## src/rtl/div_ctrl_pkg.sv

```systemverilog
// Shared definitions for the div_ctrl multi-cycle divider: state encoding,
// ready flag values, default operand width and iteration count.
package div_ctrl_pkg;

  localparam int DATA_W   = 32;
  localparam int DIV_ITER = 32;

  localparam logic RESULT_READY     = 1'b1;
  localparam logic RESULT_NOT_READY = 1'b0;

  typedef enum logic [1:0] {
    ST_FREE   = 2'd0,
    ST_BYZERO = 2'd1,
    ST_ON     = 2'd2,
    ST_END    = 2'd3
  } div_state_e;

endpackage

```

## src/rtl/div_ctrl_step.sv

```systemverilog
// div_step: one combinational restoring-division iteration (trial subtract,
// keep-or-restore, emit quotient bit).
module div_step #(
  parameter int DATA_W = 32
) (
  input  logic [DATA_W-1:0] rem_i,
  input  logic              bit_i,
  input  logic [DATA_W-1:0] divisor_i,
  output logic [DATA_W-1:0] rem_o,
  output logic              qbit_o
);

  logic [DATA_W:0] trial;

  // Bit DATA_W of the widened difference is the borrow: set means "restore".
  always_comb begin
    trial  = {rem_i, bit_i} - {1'b0, divisor_i};
    qbit_o = ~trial[DATA_W];
    rem_o  = qbit_o ? trial[DATA_W-1:0] : {rem_i[DATA_W-2:0], bit_i};
  end

endmodule

```

## src/rtl/div_ctrl.sv

```systemverilog
// div_ctrl: 32-iteration restoring divider (div/divu) with annul support.
// Optional macro DIV_CTRL_ZERO_DETECT_EN short-circuits a zero divisor via BYZERO.
module div_ctrl #(
  parameter int DATA_W = div_ctrl_pkg::DATA_W
) (
  input  logic                clk,
  input  logic                rst,
  input  logic                signed_div_i,
  input  logic [DATA_W-1:0]   opdata1_i,
  input  logic [DATA_W-1:0]   opdata2_i,
  input  logic                start_i,
  input  logic                annul_i,
  output logic [2*DATA_W-1:0] result_o,
  output logic                ready_o
);
  import div_ctrl_pkg::*;

  localparam int CNT_W = $clog2(DIV_ITER + 1);

  div_state_e          state_q, state_d;
  logic [CNT_W-1:0]    cnt_q, cnt_d;
  logic [DATA_W-1:0]   rem_q, rem_d;
  logic [DATA_W-1:0]   dq_q, dq_d;
  logic [DATA_W-1:0]   dvs_q, dvs_d;
  logic                neg_quo_q, neg_quo_d;
  logic                neg_rem_q, neg_rem_d;
  logic [2*DATA_W-1:0] result_q, result_d;
  logic                ready_q, ready_d;
  logic [DATA_W-1:0]   step_rem;
  logic                step_qbit;

  function automatic logic [DATA_W-1:0] negate(input logic [DATA_W-1:0] x);
    return (~x) + DATA_W'(1);
  endfunction

  function automatic logic [DATA_W-1:0] abs_val(input logic [DATA_W-1:0] x);
    return x[DATA_W-1] ? negate(x) : x;
  endfunction

  // dq_q shifts the dividend out of its MSB while quotient bits enter at the LSB.
  div_step #(.DATA_W(DATA_W)) u_step (
    .rem_i     (rem_q),
    .bit_i     (dq_q[DATA_W-1]),
    .divisor_i (dvs_q),
    .rem_o     (step_rem),
    .qbit_o    (step_qbit)
  );

  always_comb begin
    state_d   = state_q;
    cnt_d     = cnt_q;
    rem_d     = rem_q;
    dq_d      = dq_q;
    dvs_d     = dvs_q;
    neg_quo_d = neg_quo_q;
    neg_rem_d = neg_rem_q;
    result_d  = result_q;
    ready_d   = ready_q;
    case (state_q)
      ST_FREE: begin
        ready_d  = RESULT_NOT_READY;
        result_d = '0;
        cnt_d    = '0;
        if (start_i && !annul_i) begin
          dq_d      = signed_div_i ? abs_val(opdata1_i) : opdata1_i;
          dvs_d     = signed_div_i ? abs_val(opdata2_i) : opdata2_i;
          rem_d     = '0;
          neg_quo_d = signed_div_i & (opdata1_i[DATA_W-1] ^ opdata2_i[DATA_W-1]);
          neg_rem_d = signed_div_i & opdata1_i[DATA_W-1];
          state_d   = ST_ON;
`ifdef DIV_CTRL_ZERO_DETECT_EN
          if (opdata2_i == '0) state_d = ST_BYZERO;
`endif
        end
      end
      // Dwell two cycles so a zero-divisor result lands two edges after acceptance.
      ST_BYZERO: begin
        if (cnt_q == '0) begin
          cnt_d = CNT_W'(1);
        end else begin
          state_d  = ST_END;
          result_d = '0;
          ready_d  = RESULT_READY;
        end
      end
      ST_ON: begin
        if (annul_i) begin
          state_d  = ST_FREE;
          cnt_d    = '0;
          result_d = '0;
          ready_d  = RESULT_NOT_READY;
        end else if (cnt_q != CNT_W'(DIV_ITER)) begin
          rem_d = step_rem;
          dq_d  = {dq_q[DATA_W-2:0], step_qbit};
          cnt_d = cnt_q + CNT_W'(1);
        end else begin
          state_d  = ST_END;
          result_d = {(neg_rem_q ? negate(rem_q) : rem_q),
                      (neg_quo_q ? negate(dq_q) : dq_q)};
          ready_d  = RESULT_READY;
        end
      end
      ST_END: begin
        if (!start_i) begin
          state_d  = ST_FREE;
          cnt_d    = '0;
          result_d = '0;
          ready_d  = RESULT_NOT_READY;
        end
      end
      default: state_d = ST_FREE;
    endcase
  end

  always_ff @(posedge clk or negedge rst) begin
    if (!rst) begin
      state_q   <= ST_FREE;
      cnt_q     <= '0;
      rem_q     <= '0;
      dq_q      <= '0;
      dvs_q     <= '0;
      neg_quo_q <= 1'b0;
      neg_rem_q <= 1'b0;
      result_q  <= '0;
      ready_q   <= RESULT_NOT_READY;
    end else begin
      state_q   <= state_d;
      cnt_q     <= cnt_d;
      rem_q     <= rem_d;
      dq_q      <= dq_d;
      dvs_q     <= dvs_d;
      neg_quo_q <= neg_quo_d;
      neg_rem_q <= neg_rem_d;
      result_q  <= result_d;
      ready_q   <= ready_d;
    end
  end

  assign result_o = result_q;
  assign ready_o  = ready_q;

endmodule

```

## config.mk

```make
export PLATFORM = sky130hd
export DESIGN_NAME = div_ctrl
export DESIGN_NICKNAME = d
export VERILOG_FILES = /design/src/rtl/div_ctrl_pkg.sv /design/src/rtl/div_ctrl_step.sv /design/src/rtl/div_ctrl.sv
export SDC_FILE = /design/constraint.sdc
export NUM_CORES = 1
export LEC_CHECK = 0
export CORE_MARGIN = 10
export CORE_UTILIZATION = 53
export CTS_CLUSTER_SIZE = 12
export DETAILED_ROUTE_END_ITERATION = 8
export PLACE_DENSITY = 0.8
export SYNTH_ARGS = -nofsm -noshare
export SYNTH_HDL_FRONTEND = slang
export SYNTH_SLANG_ARGS = --single-unit
```

## constraint.sdc

```tcl
create_clock -name clk -period 7.56 [get_ports clk]
set_input_delay 1.134 -clock clk [delete_from_list [all_inputs] [get_ports clk]]
set_output_delay 1.134 -clock clk [all_outputs]
set_load 0.02 [all_outputs]
```

==> results of run 1 <==
power breakdown:
group | internal, µW | total (µW) | switching, µW
Sequential | 1100 | 1360 | 261
Clock | 497 | 892 | 395
Combinational | 684 | 1810 | 1130
registers in the layout, summed over array words and instances, names as in the netlist, named ones only:
signal,count
cnt_q,6
dq_q,32
dvs_q,32
neg_quo_q,1
neg_rem_q,1
ready_o,1
rem_q,32
result_o,64
state_q,1
logic make-up after synthesis:
family                     count (synthesis)  share of synthesized area, %
and+or+nand+nor                          451                          17.7
adders and majority gates                 44                          4.90
buffers and inverters                    125                          4.31
DFF                                      171                          37.5
muxes                                     30                          2.63
AOI/OAI and AO/OA                        408                          21.6
xor gates and xnor gates                 147                          11.3
metrics by stage:
step                cells  area (µm²)  setup slack (ns)  utilization [%]  hold WS, ns
finish               1754       13500              3.71             63.8        0.476
global route         1754       13500              3.50             63.8        0.499
CTS                  1754       13500              3.71             63.8        0.484
detailed placement   1722       12900              3.42             61.0        0.469
global placement     1722       12900              3.48             61.0        0.460
floorplan            1376       11400              4.14                -        0.450
per-layer routing:
metal | share of wire [%] | GRT usage [%] | vias up | routed length [µm]
li1 | - | - | 5011 | -
met1 | 48 | 30.1 | 4731 | 14100
met2 | 42 | 29.3 | 359 | 12200
met3 | 8.2 | 4.99 | 36 | 2410
met4 | 1.7 | 6.49 | 0 | 511
met5 | 0 | 0 | - | 0
cells in the mapped netlist, types with 3 or more instances:
cell | count | area share [%]
nand4_1 | 9 | 0.49
a22o_1 | 3 | 0.23
xnor2_1 | 60 | 4.6
a211oi_1 | 7 | 0.46
o21bai_1 | 3 | 0.20
o221ai_1 | 14 | 1.1
a221o_1 | 3 | 0.26
and2_1 | 7 | 0.38
ha_1 | 43 | 4.7
xor2_1 | 87 | 6.7
o31ai_1 | 35 | 2.3
nor3_1 | 23 | 1.0
o211ai_1 | 4 | 0.26
nor2b_1 | 7 | 0.38
o21ai_1 | 35 | 1.5
clkbuf_1 | 55 | 1.8
dfrtp_1 | 171 | 38
or2_2 | 5 | 0.27
a21o_1 | 10 | 0.66
and3_1 | 7 | 0.38
nand2_1 | 253 | 8.3
o41ai_1 | 14 | 1.1
nor3b_1 | 4 | 0.26
or3_1 | 11 | 0.60
o21ai_0 | 170 | 7.5
nand3_1 | 13 | 0.57
nor2_1 | 67 | 2.2
a31oi_1 | 6 | 0.33
buf_1 | 8 | 0.26
mux2i_1 | 30 | 2.6
a21oi_1 | 78 | 3.4
inv_1 | 56 | 1.8
or4_1 | 11 | 0.72
o21a_1 | 6 | 0.40
nor4_1 | 12 | 0.66
nand2b_1 | 13 | 0.71
cell type report:
class / instances / area (µm²)
Clock buffer: 19 / 433
Sequential cell: 171 / 4280
Tap cell: 275 / 344
Timing Repair Buffer: 140 / 1390
Fill cell: 1808 / 7630
Multi-Input combinational cell: 1080 / 6640
Inverter: 56 / 210
Clock inverter: 13 / 164
path summary, 6_finish.rpt:
check,from,to,slack (ns),cells after the start
hold reg to reg,result_o[19]$_DFFE_PN0P_,result_o[19]$_DFFE_PN0P_,0.48,2
hold / removal,result_o[19]$_DFFE_PN0P_,result_o[19]$_DFFE_PN0P_,0.48,2
min in group asynchronous,rst,result_o[9]$_DFFE_PN0P_,0.75,1
setup / recovery,dq_q[31]$_DFFE_PN0P_,rem_q[30]$_DFFE_PN0P_,3.71,13
max in group asynchronous,rst,dvs_q[18]$_DFFE_PN0P_,5.32,2
setup reg to reg,dq_q[31]$_DFFE_PN0P_,rem_q[30]$_DFFE_PN0P_,3.71,13
placed cells by master, fill, tap and decap left out, drive strengths merged, types with 5 or more instances in the layout:
cell,synthesis,routed
a211oi,7,7
a21o,10,10
a21oi,79,79
a31oi,6,6
and2,8,8
and3,7,7
buf,13,8
clkbuf,56,19
clkdlybuf4s50,0,132
clkinv,0,5
dfrtp,171,171
ha,43,43
inv,56,60
mux2i,30,30
nand2,254,254
nand2b,13,13
nand3,13,13
nand4,9,9
nor2,67,67
nor2b,8,8
nor3,24,24
nor4,13,13
o21a,6,6
o21ai,205,205
o221ai,14,14
o31ai,35,35
o41ai,14,14
or2,6,6
or3,11,11
or4,11,11
xnor2,60,60
xor2,87,87
worst max-delay path, stage by stage (launching register included):
cell and delay (ns):
dfrtp_1 0.34, inv_1 0.10, ha_1 0.23, fa_1 0.41
nand2b_1 0.19, a211o_1 0.30, a21oi_2 0.19, a2111oi_4 0.12
o21ba_2 0.26, o21a_1 0.20, a2111oi_4 0.48, buf_4 0.49
nand2_2 0.20, o221ai_1 0.24
==> metrics.md, run 1 <==
| Metric | Value |
|---|---|
| Post-synth EDFFs | `0` |
| First-pass GRT wire length | `slightly below 50000 µm` |
| Initial DRC count | `approximately 820` |
| Clock transition at the registers of the reported paths | `around 0.07 ns` |
| TritonCTS clock tree | `yes` |
| Final nets | `1579` |
| Num CTS Buffers | `17` |
| Net Count, Synth | `1489` |
| TritonCTS Sinks | `about 170` |
| Post-cts resize count | `0` |
| Die Y | `around 170 µm` |
| Class of the worst hold path | `flop to flop` |
| Largest net degree at the start of global routing | `97` |
| Area growth from synthesis to final layout | `18.1%` |
| Setup TNS | `0 ns` |
| Grt ovf | `0` |
| Core Area | `around 21000 µm²` |
| Worst Tran Pin Value | `just over 1 ns` |
| RePlAce Congestion | `between 0.8 and 0.9` |
| Final count of hold timing violations | `0` |
| Lkg Pwr | `approximately 0.0057 µW` |
| Drt via density | `between 5 and 6` |
| Overall power | `4070 µW` |
| Final ANT Viol Nets | `0` |
| CTS Root Cell | `clkbuf_16` |
| DRT Wirelength | `29200 µm` |
| Buffers on Ports | `~130` |
| Kind of critical path | `flop to flop` |
| Postcts setup bufs | `0` |
| Std cell rows | `53` |
| Crit end category | `flop` |
| Post-DP HPWL | `22200 µm` |
| Drt wl/cell | `16.7 µm` |
| Total track usage | `20.6%` |
| Top_reg_cell synth | `dfrtp_1` |
| Peak VDD IR | `around 0.19 mV` |
| Cells after synthesis | `between 1000 and 1500` |
| CTS Hold Bufs | `0` |
| Worst EP required | `7.91 ns` |
| Vias post-DR | `approximately 10000` |
| Layout cell share with drive strength beyond 1 | `under 10%` |
| Max clock buf depth | `2` |
| Slew HR | `a little under a third` |
| Warnings, synthesis | `0` |
| Initial antenna violation count | `0` |
| Die width | `around 170 µm` |
| RSZ-0062 raised after global routing | `no` |
| DR DRC count | `0` |
| Maxcap violations | `0` |
| Final period util | `about half` |
| CP Data Arrival Time | `4.19 ns` |
| Clock latency on the worst-skew pair | `0.44 ns` |
| Initial cell density of the core | `54.0%` |
| Max Slew Vio Count | `0` |
| Layout Skew | `0.00766 ns` |
| Io pins | `between 100 and 150` |
| Yosys reg bits | `171` |
| Die area | `~28000 µm²` |
| Diodes inserted | `0` |
| Pwr dens | `between 300 and 400 nW/µm²` |
| Synth unique cells | `63` |
| Status | `finished clean` |
| Syn_area_per_cell | `8.28 µm²` |
| CP max FO | `29` |
| Final Critical Period | `between 3 and 4 ns` |
| Final setup vio count | `0` |
| Setup crit start kind | `flop` |
| Max Clk Rate | `~0.26 GHz` |
| Register area share after synthesis | `roughly 38%` |
| Drt pass-1 iters | `7` |
| H-tree level count | `4` |
| Number of global-route vias before repair | `around 9600` |
| Post-synth ARST share | `100%` |
| Synthesized area | `between 10000 and 15000 µm²` |
No activity file was read; power rests on OpenSTA's default activity.
==> run 2, diff against run 1 <==
--- a/config.mk
+++ b/config.mk
@@ -6,10 +6,10 @@
 export NUM_CORES = 1
 export LEC_CHECK = 0
 export CORE_MARGIN = 10
-export CORE_UTILIZATION = 53
+export CORE_UTILIZATION = 52
 export CTS_CLUSTER_SIZE = 12
 export DETAILED_ROUTE_END_ITERATION = 8
-export PLACE_DENSITY = 0.8
+export PLACE_DENSITY = 0.82
 export SYNTH_ARGS = -nofsm -noshare
 export SYNTH_HDL_FRONTEND = slang
 export SYNTH_SLANG_ARGS = --single-unit
==> constraint.sdc (replaced) <==
create_clock -name clk -period 3.18 [get_ports clk]
set_input_delay 0.477 -clock clk [delete_from_list [all_inputs] [get_ports clk]]
set_output_delay 0.477 -clock clk [all_outputs]
set_load 0.02 [all_outputs]
==> run 2 against run 1 <==
Sequential cell count did not move; sequential power grew 140%; first-iteration DRC count rose by 33%; combinational power grew to 2.6 times the previous value; fmax up 24%; power up 140%; via count rose by 4.1%; count of clock-buffer cells in the layout is 1 lower; sequential share of layout area down 1.5 points; critical path type unchanged.
==> metrics.md, run 2 (synthesis results as in run 1) <==
| Metric | Value |
|---|---|
| Status | `finished clean (unchanged)` |
| Num CTS Buffers | `17 (unchanged)` |
| Setup crit start kind | `flop (unchanged)` |
| Drt pass-1 iters | `5 (was 7)` |
| Lkg Pwr | `0.00607 µW (was 0.00568 µW)` |
| Final cell count without fillers | `1828 (was 1754)` |
| GRT busiest layer | `met2 (was met1)` |
| Crit-path most repeated cell | `a2111oi_4 (unchanged)` |
| Diodes inserted | `0 (unchanged)` |
| Max Slew Vio Count | `0 (unchanged)` |
| Die area | `28200 µm² (was 27800 µm²)` |
| Pint | `5540 µW (was 2280 µW)` |
| Largest net degree at the start of global routing | `97 (unchanged)` |
| Clock transition at the registers of the reported paths | `0.07 ns (about the same)` |
| Overall power | `9970 µW (was 4070 µW)` |
| Sw Share | `44.4% (was 43.9%)` |
| Std cell rows | `54 (was 53)` |
| Total track usage | `21.3% (was 20.6%)` |
| Area growth from synthesis to final layout | `23.9% (was 18.1%)` |
| Combinational fraction of design power | `47.5% (was 44.6%)` |
| Initial DRC count | `1086 (was 817)` |
| Final ANT Viol Nets | `0 (unchanged)` |
| Final nets | `1648 (was 1579)` |
| H-tree level count | `4 (unchanged)` |
| Post-DP HPWL | `23400 µm (was 22200 µm)` |
| Setup TNS | `0 ns (unchanged)` |
| Slew HR | `34.6% (was 31.9%)` |
| FF-to-FF Start | `dvs_q[0]$_DFFE_PN0P_ (was dq_q[31]$_DFFE_PN0P_)` |
| Class of the worst hold path | `flop to flop (unchanged)` |
| Crit end category | `flop (unchanged)` |
| DR DRC count | `0 (unchanged)` |
| Layout cell share with drive strength beyond 1 | `8.72% (was 3.65%)` |
| Met3 Usage GRT | `4.31% (was 4.99%)` |
| CP max FO | `17 (was 29)` |
| Max clock buf depth | `2 (unchanged)` |
| Critical-path top delay cell | `dfrtp_1 (was buf_4)` |
| Vias post-DR | `10600 (was 10100)` |
| Met2 usage | `32.3% (was 29.3%)` |
| Initial cell density of the core | `52.5% (was 54.0%)` |
| Final Critical Period | `3.10 ns (was 3.85 ns)` |
| First-pass GRT wire length | `50300 µm (was 48700 µm)` |
| RePlAce Congestion | `0.922 (was 0.883)` |
| Number of flip-flops under the largest register name | `64 (unchanged)` |
| Layout Skew | `0.00887 ns (was 0.00766 ns)` |
| Most frequent cells in the layout | `253 x nand2_1, 171 x dfrtp_1, 170 x o21ai_0 (unchanged)` |
| Max Clk Rate | `0.322 GHz (was 0.260 GHz)` |
| R2r setup slk | `0.08 ns (was 3.71 ns)` |
| Worst Tran Pin Value | `0.981 ns (was 1.01 ns)` |
| Number of global-route vias before repair | `10100 (was 9609)` |
| Worst hold stages | `2 (unchanged)` |
| Placed instance count | `1783 (was 1722)` |
| M1 GR Usage | `30.4% (was 30.1%)` |
| Drt via density | `5.77 (was 5.78)` |
| Max incr delay on CP | `0.41 ns (was 0.49 ns)` |
| Commonest non-fill, non-tap cell in the layout | `nand2_1 (unchanged)` |
| Initial antenna violation count | `0 (unchanged)` |
| CP Data Arrival Time | `3.48 ns (was 4.19 ns)` |
| DRT Wirelength | `31000 µm (was 29200 µm)` |
| Pwr dens | `706 nW/µm² (was 302 nW/µm²)` |
| Grt ovf | `0 (unchanged)` |
| Final setup vio count | `0 (unchanged)` |
| RSZ-0062 raised after global routing | `yes (was no)` |
| Clock share of power | `20.4% (was 21.9%)` |
| Final period util | `97.6% (was 50.9%)` |
| Worst EP required | `3.55 ns (was 7.91 ns)` |
| Maxcap violations | `0 (unchanged)` |
| Io pins | `134 (unchanged)` |
| Hold EP | `dvs_q[10]$_DFFE_PN0P_ (was result_o[19]$_DFFE_PN0P_)` |
| Die Y | `168 µm (was 167 µm)` |
| NetSw | `4430 µW (was 1780 µW)` |
| FILL cells | `1721 (was 1808)` |
| Buffers on Ports | `133 (unchanged)` |
| TritonCTS Sinks | `171 (unchanged)` |
| Drt wl/cell | `16.9 µm (was 16.7 µm)` |
| Final core occ | `65.1% (was 63.8%)` |
| R2r endpoint | `rem_q[0]$_DFFE_PN0P_ (was rem_q[30]$_DFFE_PN0P_)` |
| Peak VDD IR | `0.438 mV (was 0.192 mV)` |
| Final worst setup slack | `0.0779 ns (was 3.71 ns)` |
| TritonCTS clock tree | `yes (unchanged)` |
| Worst slack at placement | `-0.0659 ns (was 3.42 ns)` |
| Clock latency on the worst-skew pair | `0.44 ns (about the same)` |
| Core Area | `21700 µm² (was 21100 µm²)` |
| Critical-path cell list | `ha_4 > fa_2 > nand2b_4 > a211o_1 > a21oi_2 > a2111oi_4 > o21ba_4 > o21a_1 > a2111oi_4 > buf_6 > buf_12 > mux2i_1 > a22o_1 (was inv_1 > ha_1 > fa_1 > nand2b_1 > a211o_1 > a21oi_2 > a2111oi_4 > o21ba_2 > o21a_1 > a2111oi_4 > buf_4 > nand2_2 > o221ai_1)` |
| CTS Root Cell | `clkbuf_16 (unchanged)` |
| Kind of critical path | `flop to flop (unchanged)` |
| Final count of hold timing violations | `0 (unchanged)` |
| Die width | `168 µm (was 167 µm)` |
| Seq pwr share | `32.1% (was 33.5%)` |
| R2R cell count | `13 (unchanged)` |
| Hold_sp | `dvs_q[10]$_DFFE_PN0P_ (was result_o[19]$_DFFE_PN0P_)` |
## run 2: cell types whose count changed in the layout (fill, tap and decap cells not counted), moves of 2 or more
| cell | previous run | this run |
|---|---|---|
| buf_4 | 7 | 66 |
| buf_12 | 0 | 5 |
| o221ai_1 | 14 | 11 |
| o221ai_2 | 0 | 3 |
| bufinv_16 | 2 | 0 |
| clkinv_4 | 4 | 2 |
| inv_8 | 1 | 4 |
| clkbuf_1 | 2 | 0 |
| buf_6 | 1 | 4 |
| clkinvlp_4 | 2 | 4 |
## run 2: worst max path at each step
stage,endpoint,from
after floorplan,rem_q[27]$_DFFE_PN0P_,rem_q[8]$_DFFE_PN0P_
after global placement,dq_q[29]$_DFFE_PN0P_,opdata1_i[8]
after detailed placement,rem_q[18]$_DFFE_PN0P_,dq_q[31]$_DFFE_PN0P_
after CTS,rem_q[8]$_DFFE_PN0P_,dq_q[31]$_DFFE_PN0P_
after global routing,rem_q[27]$_DFFE_PN0P_,dvs_q[2]$_DFFE_PN0P_
final,rem_q[0]$_DFFE_PN0P_,dvs_q[0]$_DFFE_PN0P_
## run 2: routing by layer
metal	routed length [µm]	share of wire (%)
met1	14500	47
met2	13500	44
met3	2520	8.1
met4	405	1.3
met5	0	0
## run 2: timing repair
action                     in CTS  in global routing
hold endpoints to repair       45                  0
gates resized for setup         8                  9
pin swaps                       5                  9
gates cloned                    3                  0
setup buffers                   5                  4
setup endpoints to repair      14                 33
hold buffers                    1                  0
## run 2: area by class of cell
class	count	area (µm²)	share of cell area (%)
tap	280	350	2.48
clock buffer	18	439	3.11
sequential	171	4280	30.3
timing repair buffer	209	2000	14.2
clock inverter	14	131	0.930
inverter	56	210	1.49
multi-input combinational	1080	6710	47.5
## run 2: critical path: cells and delay by family, from the launching register on
kind / cells / cell delay [ns]
compound gates: 7 / 1.35
fa+ha+maj: 2 / 0.53
buf+inv: 2 / 0.35
flops: 1 / 0.41
mux: 1 / 0.23
simple gates: 1 / 0.16
## run 2: power groups by stage
stage          registers [µW]  clock network (µW)  logic [µW]
2_1_floorplan            3020                   0        3300
3_3_place_gp             3180                   0        4400
3_5_place_dp             3210                   0        4520
4_1_cts                  3180                2050        4600
5_1_grt                  3280                2140        5240
6_report                 3200                2040        4740
## run 2: stage by stage
stage	hold slack (ns)	cell area, µm²
after global routing	0.504	14100
after CTS	0.486	14100
final	0.478	14100
after global placement	0.439	13300
after floorplan	0.181	11400
after detailed placement	0.438	13300
